==> src/rtl/button_nav_sm.sv <==
// Button front end for the snake game: per-button synchroniser, debouncer and press-pulse
// generator, followed by the direction state machine gated by the master game state.
module button_nav_sm #(
  parameter int DEBOUNCE_CYCLES = 1000000,
  parameter int CNT_WIDTH       = 20
) (
  input  logic       CLK,
  input  logic       RESET,
  input  logic       BTNU,
  input  logic       BTND,
  input  logic       BTNL,
  input  logic       BTNR,
  input  logic [1:0] MASTER_STATE,
  output logic       BTNU_PULSE,
  output logic       BTND_PULSE,
  output logic       BTNL_PULSE,
  output logic       BTNR_PULSE,
  output logic [1:0] DIRECTION,
  output logic       DIR_CHANGED
);

  typedef enum logic [1:0] {
    DIR_UP    = 2'b00,
    DIR_RIGHT = 2'b01,
    DIR_DOWN  = 2'b10,
    DIR_LEFT  = 2'b11
  } dir_t;

  localparam logic [1:0] MS_IDLE = 2'b00;
  localparam logic [1:0] MS_PLAY = 2'b01;
  localparam logic [CNT_WIDTH-1:0] CNT_LAST = CNT_WIDTH'(DEBOUNCE_CYCLES - 1);

  // Bit order everywhere: 0 = up, 1 = down, 2 = left, 3 = right.
  logic [3:0] raw;
  logic [3:0] pulse;

  assign raw = {BTNR, BTNL, BTND, BTNU};

  generate
    for (genvar gi = 0; gi < 4; gi++) begin : g_btn
      logic                 sync1_reg;
      logic                 sync2_reg;
      logic                 stable_reg;
      logic                 stable_d_reg;
      logic                 pulse_reg;
      logic [CNT_WIDTH-1:0] cnt_reg;

      always_ff @(posedge CLK) begin
        if (RESET) begin
          sync1_reg    <= 1'b0;
          sync2_reg    <= 1'b0;
          stable_reg   <= 1'b0;
          stable_d_reg <= 1'b0;
          pulse_reg    <= 1'b0;
          cnt_reg      <= '0;
        end else begin
          sync1_reg    <= raw[gi];
          sync2_reg    <= sync1_reg;
          stable_d_reg <= stable_reg;
          pulse_reg    <= stable_reg & ~stable_d_reg;
          // Any sample agreeing with the stable level restarts the qualification window.
          if (sync2_reg == stable_reg) begin
            cnt_reg <= '0;
          end else if (cnt_reg == CNT_LAST) begin
            stable_reg <= sync2_reg;
            cnt_reg    <= '0;
          end else begin
            cnt_reg <= cnt_reg + CNT_WIDTH'(1);
          end
        end
      end

      assign pulse[gi] = pulse_reg;
    end
  endgenerate

  assign BTNU_PULSE = pulse[0];
  assign BTND_PULSE = pulse[1];
  assign BTNL_PULSE = pulse[2];
  assign BTNR_PULSE = pulse[3];

  dir_t dir_reg;
  logic dir_changed_reg;
  logic turn_valid;
  dir_t turn_dir;

  // Only perpendicular headings are legal turns, so a vertical heading can only take L/R
  // and a horizontal one only U/D; within each pair the U>D>L>R priority still applies.
  always_comb begin
    turn_valid = 1'b0;
    turn_dir   = dir_reg;
    if (!dir_reg[0]) begin
      if (pulse[2]) begin
        turn_valid = 1'b1;
        turn_dir   = DIR_LEFT;
      end else if (pulse[3]) begin
        turn_valid = 1'b1;
        turn_dir   = DIR_RIGHT;
      end
    end else begin
      if (pulse[0]) begin
        turn_valid = 1'b1;
        turn_dir   = DIR_UP;
      end else if (pulse[1]) begin
        turn_valid = 1'b1;
        turn_dir   = DIR_DOWN;
      end
    end
  end

  always_ff @(posedge CLK) begin
    if (RESET) begin
      dir_reg         <= DIR_RIGHT;
      dir_changed_reg <= 1'b0;
    end else begin
      dir_changed_reg <= 1'b0;
      case (MASTER_STATE)
        MS_IDLE: dir_reg <= DIR_RIGHT;
        MS_PLAY: begin
          if (turn_valid) begin
            dir_reg         <= turn_dir;
            dir_changed_reg <= 1'b1;
          end
        end
        default: dir_reg <= dir_reg;
      endcase
    end
  end

  assign DIRECTION   = dir_reg;
  assign DIR_CHANGED = dir_changed_reg;

endmodule

==> config.mk <==
export PLATFORM = sky130hd
export DESIGN_NAME = button_nav_sm
export DESIGN_NICKNAME = d
export VERILOG_FILES = /design/src/rtl/button_nav_sm.sv
export SDC_FILE = /design/constraint.sdc
export NUM_CORES = 1
export LEC_CHECK = 0
export ABC_AREA = 1
export BUFFER_PORTS_ARGS = -buffer_cell sky130_fd_sc_hd__buf_2
export CORE_ASPECT_RATIO = 0.6
export CORE_MARGIN = 2
export CORE_UTILIZATION = 62
export CTS_CLUSTER_SIZE = 16
export DETAILED_ROUTE_END_ITERATION = 7
export HOLD_SLACK_MARGIN = 0.1
export PLACE_DENSITY = 0.86
export SLEW_MARGIN = 20
export SYNTH_ARGS = -nofsm -noshare
export SYNTH_HDL_FRONTEND = slang
export SYNTH_SLANG_ARGS = --single-unit
export TNS_END_PERCENT = 100
==> constraint.sdc <==
create_clock -name CLK -period 1.8 [get_ports CLK]
set_input_delay 0.18 -clock CLK [delete_from_list [all_inputs] [get_ports CLK]]
set_output_delay 0.18 -clock CLK [all_outputs]
set_load 0.05 [all_outputs]
==> impl_metrics.toml, run 1 <==
[worst_hold_path]
whs_endpoint = "DIRECTION[0]"
hold_class = "input port to register"
hold_start = "MASTER_STATE[0]"
min_path_cells = 4

[detailed_routing]
avgViaCountPerCell = 5.41
dr.pass1.iters = 5
wl_um = 11700
routed.top_layer = "met4"
num_vias = 4769
routedWlPerCell_um = 13.2
dr.first_iter.drc_count = 597
wl_met2_um = 5180
wl_met3_um = 857
ant_nets = 0
drc = 0
wl_met1_um = 5400

[setup_path]
regToRegEndpoint = "g_btn[2].cnt_reg[2]"
worstSetupPathType = "register to register"
cp-end-kind = "register"
path_cells = "ha_1, nand2_2, nor2_4, nand2_4, nor2_4, nand2_2, nand2_4, nor3_1"
cp_max_fo = 19
crit_path_max_incr_delay_ns = 0.37
r2r_slack_ns = 0.18
arrival_ns = 1.84
cpLargestDelayFamily = "simple AND/OR/NAND/NOR gates"
r2r_start = "g_btn[2].cnt_reg[1]"
slowest_stage = "dfxtp_1"
r2r.worst_path.cells = 8
cp.required_ns = 2.02
path_depth = 8
cp_num_buf_inv = 0
crit_path_start_kind = "register"

[floorplanning]
start_util_pct = 64.3
die_w_um = 121
row_count = 25
die_y_um = 74.3
core-area_um2 = 7950
io_pins = 15
die_area_um2 = 9000

[status]
status = "finished, final reports clean"

[synth]
synth_largest_area_cell = "dfxtp_1"
postSynthNetCount = 752
syn_area_um2 = 5100
async_flop_share_pct = 0
synth_edf_count = 0
synth_ff_type = "dfxtp_1"
yosysTopAreaCellShare_pct = 40.4
netlist_instances = 740
ys_warn_count = 0
yosys.cell_types.count = 29
ys_ff_latch = 103
ys_seq_area_share_pct = 40.4
synth_area_leaders = "dfxtp_1 40%, nand2_1 13%, nor2_1 11%"
syn_avg_cell_area_um2 = 6.90

[final_layout]
layout_common_cells = "176 x nand2_1, 144 x nor2_1, 103 x dfxtp_1, 93 x inv_1, 47 x nand3_1"
fillers = 627
largest_register_ffs = 80
nets = 780
layout_commonest_cell = "nand2_1"
antenna_cells = 0
drive_above_1_share_pct = 10.9
syn_to_final_growth_pct = 10.4

[power]
power.switching_mw = 0.921
internal_power_mw = 3.48
p_leak_nw = 1.95
p_seq_share_pct = 52.2
switching_share_pct = 20.9
p_comb_share_pct = 2.1
p_per_area_nw_per_um2 = 781
power_frac_clock_pct = 45.7
vdd_ir_drop_max_mv = 0.692

[sta]
fmaxAchievable_ghz = 0.616
finalHoldViolCount = 0
tns_ns = 0
finClkSkew_ns = 0.00721
hold_ws_ns = 0.168
rsz0062_at_grt = "false"
tightest_slew_ns = 0.444
post-route-period-util_pct = 90.2
fin_crit_ns = 1.62
setup-violations-final = 0
maxSlewHeadroom_pct = 70.3
slew_viol_final = 0

[clock_tree]
root_buffer = "clkbuf_16"
clkLatencyLatePin_ns = 0.34
cts_sinks = 103
cts_setup_buffers = 0
cts.path.max_buffers = 2
cts_tree = "done"
cts-buffers-inserted = 9
path_clk_slew_ns = 0.07
cts.htree.levels = 3

[placed_design]
place.gp.congestion = 0.962
io_buffers = 14
dp_hpwl_um = 8290

[run]
maxCapViolations = 0

[grt]
grt_max_degree = 20
grt_overflow = 0
antenna_found_initial = 0
grtUsageTotal_pct = 26.6
grt_pass1_wl_um = 19100
grt_pass1_vias = 4354
[cells in the mapped netlist (5+ instances only)]
cell type and number:
a21oi_1 31, dfxtp_1 103, inv_1 93, nand2_1 176, nand2_4 5, nand3_1 47, nand4_1 20, nor2_1 144
nor2_2 21, nor2_4 6, nor3_1 11, o21ai_0 14, xnor2_1 8, xor2_1 22
[metal layers]
metal / global-route usage, % / vias to the layer above
li1: - / 2369
met1: 35.2 / 2138
met2: 42.9 / 232
met3: 6.44 / 30
met4: 10.1 / 0
met5: 0 / -
[final cells by class]
cell class	count	area (um2)	area share, %
well taps	108	135	2.40
flip-flops and latches	103	2060	36.6
multi-input cells	535	2620	46.5
clock inverters	4	51.3	0.911
repair buffers	24	155	2.75
inverters	95	357	6.33
clock buffers	12	256	4.55
[power by group through the flow]
stage / sequential, mW / combinational (mW) / clock, mW
3_3_place_gp: 2.35 / 0.0829 / 0
2_1_floorplan: 2.36 / 0.0567 / 0
6_report: 2.30 / 0.0943 / 2.01
4_1_cts: 2.30 / 0.0937 / 2.02
5_1_grt: 2.30 / 0.105 / 2.12
3_5_place_dp: 2.35 / 0.0869 / 0
[cells by family after synthesis]
kind of cell	Yosys count	share of synthesized area [%]
adder cells (fa/ha/maj)	4	0.980
AND/OR/NAND/NOR	448	39.4
buffers and inverters	102	8.43
flip-flops	103	40.4
XOR/XNOR	30	5.15
AO/OA/AOI/OAI	53	5.66
[worst max path at each step]
stage | from | end | slack, ns
2_1_floorplan | g_btn[2].cnt_reg[0] | g_btn[2].cnt_reg[10] | 0.31
3_3_place_gp | g_btn[0].cnt_reg[0] | g_btn[0].cnt_reg[19] | 0.29
3_5_place_dp | g_btn[2].cnt_reg[1] | g_btn[2].cnt_reg[18] | 0.20
4_1_cts | g_btn[1].cnt_reg[0] | g_btn[1].cnt_reg[16] | 0.1
5_1_grt | g_btn[1].cnt_reg[0] | g_btn[1].cnt_reg[8] | 0.03
6_report | g_btn[2].cnt_reg[1] | g_btn[2].cnt_reg[2] | 0.18
[tightest hold or removal path, stage by stage]
cell	delay, ns
buf_2	0.11
nand2_1	0.06
a21oi_1	0.06
o21ai_0	0.07
[stage by stage]
step	worst slack (ns)	utilization, %	cells	power, mW	cell area, um2
2_1_floorplan	0.305	-	740	2.41	5100
3_3_place_gp	0.290	66.5	861	2.43	5280
3_5_place_dp	0.204	66.5	861	2.44	5280
4_1_cts	0.0992	70.9	881	4.41	5630
5_1_grt	0.0282	70.9	881	4.52	5630
6_report	0.176	70.9	881	4.40	5630
[repair_timing]
action / CTS / global route
gates resized for setup: 0 / 1
hold buffers: 4 / 0
setup endpoints to repair: 0 / 1
hold endpoints to repair: 4 / 0
No activity file was read; power rests on OpenSTA's default activity.
==> run 2, diff against run 1 <==
--- a/config.mk
+++ b/config.mk
@@ -9,11 +9,12 @@
 export BUFFER_PORTS_ARGS = -buffer_cell sky130_fd_sc_hd__buf_2
 export CORE_ASPECT_RATIO = 0.6
 export CORE_MARGIN = 2
-export CORE_UTILIZATION = 62
+export CORE_UTILIZATION = 42
 export CTS_CLUSTER_SIZE = 16
 export DETAILED_ROUTE_END_ITERATION = 7
 export HOLD_SLACK_MARGIN = 0.1
-export PLACE_DENSITY = 0.86
+export PLACE_DENSITY = 0.64
+export SKIP_CTS_REPAIR_TIMING = 1
 export SLEW_MARGIN = 20
 export SYNTH_ARGS = -nofsm -noshare
 export SYNTH_HDL_FRONTEND = slang
==> run 2 against run 1 <==
- via count down 6.0%
- worst hold slack worse by 0.0035 ns
- maximum frequency up 1.1%
- final area up 1.7%
- register-to-register slack better by 0.02 ns
- clock power up 7%
- wire length down 5.7%
- die area up 45%
- largest power group unchanged
- clock skew about the same
- first-iteration DRC count down 52%
- highest routed layer unchanged
- global-route usage down 8.6 points
- sequential power about the same
==> impl_metrics.toml, run 2 (same netlist as run 1, synthesis figures left out) <==
[setup_path]
regToRegEndpoint = "g_btn[0].cnt_reg[12]"
path_cells = "ha_1, nand2_2, nor2_8, nand2_4, nor2_4, nand2_2, nand2_4, nor2_1"
slowest_stage = "dfxtp_1"
arrival_ns = 1.83
crit_path_start_kind = "register"
endpoint = "g_btn[0].cnt_reg[12]"
crit_path_max_incr_delay_ns = 0.37
cp.required_ns = 2.02
path_depth = 8
worstSetupPathType = "register to register"
cp_max_fo = 19
r2r.worst_path.cells = 8
r2r_start = "g_btn[0].cnt_reg[0]"
r2r_slack_ns = 0.19
cpLargestDelayFamily = "simple AND/OR/NAND/NOR gates"
startpoint = "g_btn[0].cnt_reg[0]"
cp_num_buf_inv = 0
cp-end-kind = "register"

[sta]
rsz0062_at_grt = "false"
maxSlewHeadroom_pct = 70.1
layout_setup_ws_ns = 0.194
post-route-period-util_pct = 89.2
finalHoldViolCount = 0
finClkSkew_ns = 0.00700
setup-violations-final = 0
slew_viol_final = 0
tns_ns = 0
fin_crit_ns = 1.61
fmaxAchievable_ghz = 0.623
tightest_slew_ns = 0.445

[floorplanning]
start_util_pct = 42.7
die_y_um = 89.4
io_pins = 15
core-area_um2 = 11900
row_count = 31
die_w_um = 146
die_area_um2 = 13100

[clock_tree]
path_clk_slew_ns = 0.07
cts.htree.levels = 3
cts.path.max_buffers = 2
clkLatencyLatePin_ns = 0.34
root_buffer = "clkbuf_16"
cts_tree = "done"
cts-buffers-inserted = 9
cts_sinks = 103

[placed_design]
place_area_um2 = 5360
place_ws_ns = 0.200
place.gp.congestion = 0.920
io_buffers = 14
dp_hpwl_um = 8420

[detailed_routing]
dr.pass1.iters = 5
avgViaCountPerCell = 4.79
dr.first_iter.drc_count = 288
num_vias = 4483
ant_nets = 0
drc = 0
routedWlPerCell_um = 11.7
wl_um = 11000

[final_layout]
syn_to_final_growth_pct = 12.2
layout_commonest_cell = "nand2_1"
largest_register_ffs = 80
nets = 779
drive_above_1_share_pct = 10.6
design_area_um2 = 5730
antenna_cells = 0
layout_common_cells = "176 x nand2_1, 144 x nor2_1, 103 x dfxtp_1, 93 x inv_1, 47 x nand3_1"

[power]
internal_power_mw = 3.65
power.switching_mw = 0.898
p_comb_share_pct = 2.1
p_per_area_nw_per_um2 = 793
power_frac_clock_pct = 47.4
vdd_ir_drop_max_mv = 0.426
switching_share_pct = 19.8
p_seq_share_pct = 50.6
p_leak_nw = 1.97

[grt]
grt.busiest_layer = "met1"
grt_use_met1_pct = 26.8
met2_usage_pct = 26.0
grt_max_degree = 21
grt_pass1_vias = 3976
use_met3_pct = 4.13
antenna_found_initial = 0
grt_overflow = 0
grt_pass1_wl_um = 18800
grtUsageTotal_pct = 18.0

[status]
status = "finished, final reports clean"

[worst_hold_path]
min_path_cells = 4
hold_class = "input port to register"

[run]
maxCapViolations = 0
run 2: worst min-delay path, stage by stage:
cell	delay, ns
buf_2	0.11
nand2_1	0.06
a21oi_1	0.06
o21ai_0	0.06
run 2: final cells by class:
type,count,area [um2]
Clock inverter,3,65.1
Timing Repair Buffer,23,160
Tap cell,165,206
Inverter,95,357
Multi-Input combinational cell,535,2610
Fill cell,1196,6220
Clock buffer,12,267
Sequential cell,103,2060
run 2: metal layers:
| metal | wire length [um] | up-vias |
|---|---|---|
| li1 | - | 2372 |
| met1 | 6170 | 1996 |
| met2 | 4190 | 101 |
| met3 | 521 | 14 |
| met4 | 108 | 0 |
| met5 | 0 | - |
run 2: worst min-delay path by stage:
stage	slack, ns	to	start
final	0.16	DIRECTION[0]	MASTER_STATE[0]
after global routing	0.21	DIRECTION[0]	MASTER_STATE[0]
after CTS	0.04	g_btn[1].sync1_reg	BTND
after detailed placement	0.38	BTND_PULSE	g_btn[1].stable_d_reg
after global placement	0.38	BTND_PULSE	g_btn[1].stable_d_reg
after floorplan	0.29	g_btn[0].sync1_reg	BTNU
run 2: power by group through the flow:
stage                     Sequential (mW)  Clock (mW)  Combinational (mW)
after floorplan                      2.36           0              0.0567
after global placement               2.35           0              0.0850
after detailed placement             2.35           0              0.0874
after CTS                            2.30        2.18              0.0877
after global routing                 2.30        2.31               0.106
final                                2.30        2.15              0.0937
run 2: stage by stage:
step	instances	total power [mW]	util [%]	hold slack, ns
CTS	932	4.57	47.6	0.0424
finish	936	4.54	48.0	0.165
global route	936	4.72	48.0	0.210
detailed placement	917	2.44	44.8	0.378
global placement	917	2.43	44.8	0.379
floorplan	740	2.41	-	0.287
==> run 3, diff against run 2 <==
--- a/config.mk
+++ b/config.mk
@@ -12,6 +12,7 @@
 export CORE_UTILIZATION = 42
 export CTS_CLUSTER_SIZE = 16
 export DETAILED_ROUTE_END_ITERATION = 7
+export GPL_TIMING_DRIVEN = 0
 export HOLD_SLACK_MARGIN = 0.1
 export PLACE_DENSITY = 0.64
 export SKIP_CTS_REPAIR_TIMING = 1
==> run 3 against run 2 <==
- worst hold slack worse by 0.0021 ns
- total power is 0.94% lower
- clock-buffer cell count is 2 lower
- combinational power is 5.4% higher
- critical path depth is 1 higher
- via count is 0.74% lower
- largest power group unchanged
==> impl_metrics.toml, run 3 (same netlist as run 1, synthesis figures left out) <==
[status]
status = "finished, final reports clean"

[sta]
maxSlewHeadroom_pct = 65.7
post-route-period-util_pct = 93.0
tns_ns = 0
fmaxAchievable_ghz = 0.597
tightest_slew_ns = 0.511
slew_viol_final = 0
finalHoldViolCount = 0
fin_crit_ns = 1.67
layout_setup_ws_ns = 0.125
setup-violations-final = 0
rsz0062_at_grt = "false"
finClkSkew_ns = 0.00740

[setup_path]
r2r.worst_path.cells = 9
r2r_start = "g_btn[2].cnt_reg[0]"
cp_max_fo = 10
r2r_slack_ns = 0.13
path_cells = "ha_1, nand2_2, nor2_4, nand2_4, nor2_4, nand2_2, nand2_8, buf_12, nor2_1"
worstSetupPathType = "register to register"
crit_path_max_incr_delay_ns = 0.41
cp-end-kind = "register"
slowest_stage = "dfxtp_2"
crit_path_start_kind = "register"
cp.required_ns = 2.04
arrival_ns = 1.92
regToRegEndpoint = "g_btn[2].cnt_reg[18]"

[grt]
grt_pass1_wl_um = 18500
grt_overflow = 0
antenna_found_initial = 0
grtUsageTotal_pct = 17.7
grt_max_degree = 17
grt_pass1_vias = 3899

[worst_hold_path]
hold_start = "MASTER_STATE[0]"
whs_endpoint = "DIRECTION[0]"
hold_class = "input port to register"
min_path_cells = 4

[final_layout]
syn_to_final_growth_pct = 12.9
final_cells = 939
layout_common_cells = "176 x nand2_1, 144 x nor2_1, 101 x dfxtp_1, 93 x inv_1, 47 x nand3_1"
largest_register_ffs = 80
antenna_cells = 0
layout_commonest_cell = "nand2_1"
nets = 781
fillers = 1229
drive_above_1_share_pct = 11.2
final_util_pct = 48.2

[detailed_routing]
num_vias = 4450
drc = 0
dr.pass1.iters = 5
wl_um = 10800
dr.first_iter.drc_count = 309
ant_nets = 0
routedWlPerCell_um = 11.5
avgViaCountPerCell = 4.74

[floorplanning]
die_w_um = 146
row_count = 31
core-area_um2 = 11900
die_y_um = 89.4
die_area_um2 = 13100
io_pins = 15
start_util_pct = 42.7

[placed_design]
place_inst = 919
place_ws_ns = 0.0206
dp_hpwl_um = 8200
place.gp.congestion = 0.932
io_buffers = 14

[clock_tree]
clkLatencyLatePin_ns = 0.34
root_buffer = "clkbuf_16"
cts_sinks = 103
cts.path.max_buffers = 2
cts-buffers-inserted = 9
cts_tree = "done"
cts.htree.levels = 3
path_clk_slew_ns = 0.07

[run]
maxCapViolations = 0

[power]
vdd_ir_drop_max_mv = 0.532
p_leak_nw = 1.97
finalPower_mw = 4.50
p_per_area_nw_per_um2 = 781
-- run 3: changes by cell type in the layout (fill, tap and decap cells not counted), moves of 2 or more --
cell,before,now
buf_4,4,2
clkbuf_1,0,2
clkbuf_8,3,1
clkinv_2,1,3
dfxtp_1,103,101
dfxtp_2,0,2
-- run 3: critical path, delay by kind of cell, from the launching register on --
kind          cells  cell delay (ns)
fa+ha+maj         1             0.21
buf+inv           1             0.15
simple gates      7             0.80
flops             1             0.41
-- run 3: worst max path at each step --
stage	start	end	cells past startpoint
final	g_btn[2].cnt_reg[0]	g_btn[2].cnt_reg[18]	9
after global routing	g_btn[1].cnt_reg[0]	g_btn[1].cnt_reg[6]	9
after floorplan	g_btn[2].cnt_reg[0]	g_btn[2].cnt_reg[10]	9
after detailed placement	g_btn[2].cnt_reg[0]	g_btn[2].cnt_reg[12]	9
after global placement	g_btn[2].cnt_reg[0]	g_btn[2].cnt_reg[18]	9
after CTS	g_btn[2].cnt_reg[0]	g_btn[2].cnt_reg[18]	9
-- run 3: power by group --
group          total, mW  internal [mW]  switching (mW)
sequential          2.30           2.29         0.00855
clock               2.10           1.25           0.852
combinational     0.0988         0.0359          0.0629
-- run 3: per-stage QoR --
stage	hold slack [ns]	cell area [um2]
6_report	0.163	5760
5_1_grt	0.183	5760
4_1_cts	0.0302	5700
3_5_place_dp	0.385	5380
3_3_place_gp	0.377	5380
2_1_floorplan	0.287	5100
-- run 3: area by class of cell --
cell class	instances	area [um2]	area share (%)
buffer	7	73.8	1.28
clock buffer	10	239	4.15
clock inverter	6	83.8	1.45
inverter	95	357	6.19
multi-input combinational	535	2630	45.6
sequential	103	2060	35.8
tap	165	206	3.58
timing repair buffer	18	110	1.91
-- run 3: routing by layer --
| layer | track usage [%] | routed length [um] | vias to the layer above | part of all wire, % |
|---|---|---|---|---|
| met2 | 26.1 | 4210 | 89 | 39 |
| met5 | 0 | 0 | - | 0 |
| met1 | 26.0 | 6010 | 1984 | 56 |
| met3 | 3.88 | 502 | 9 | 4.6 |
| met4 | 4.68 | 95 | 0 | 0.88 |
| li1 | - | - | 2368 | - |
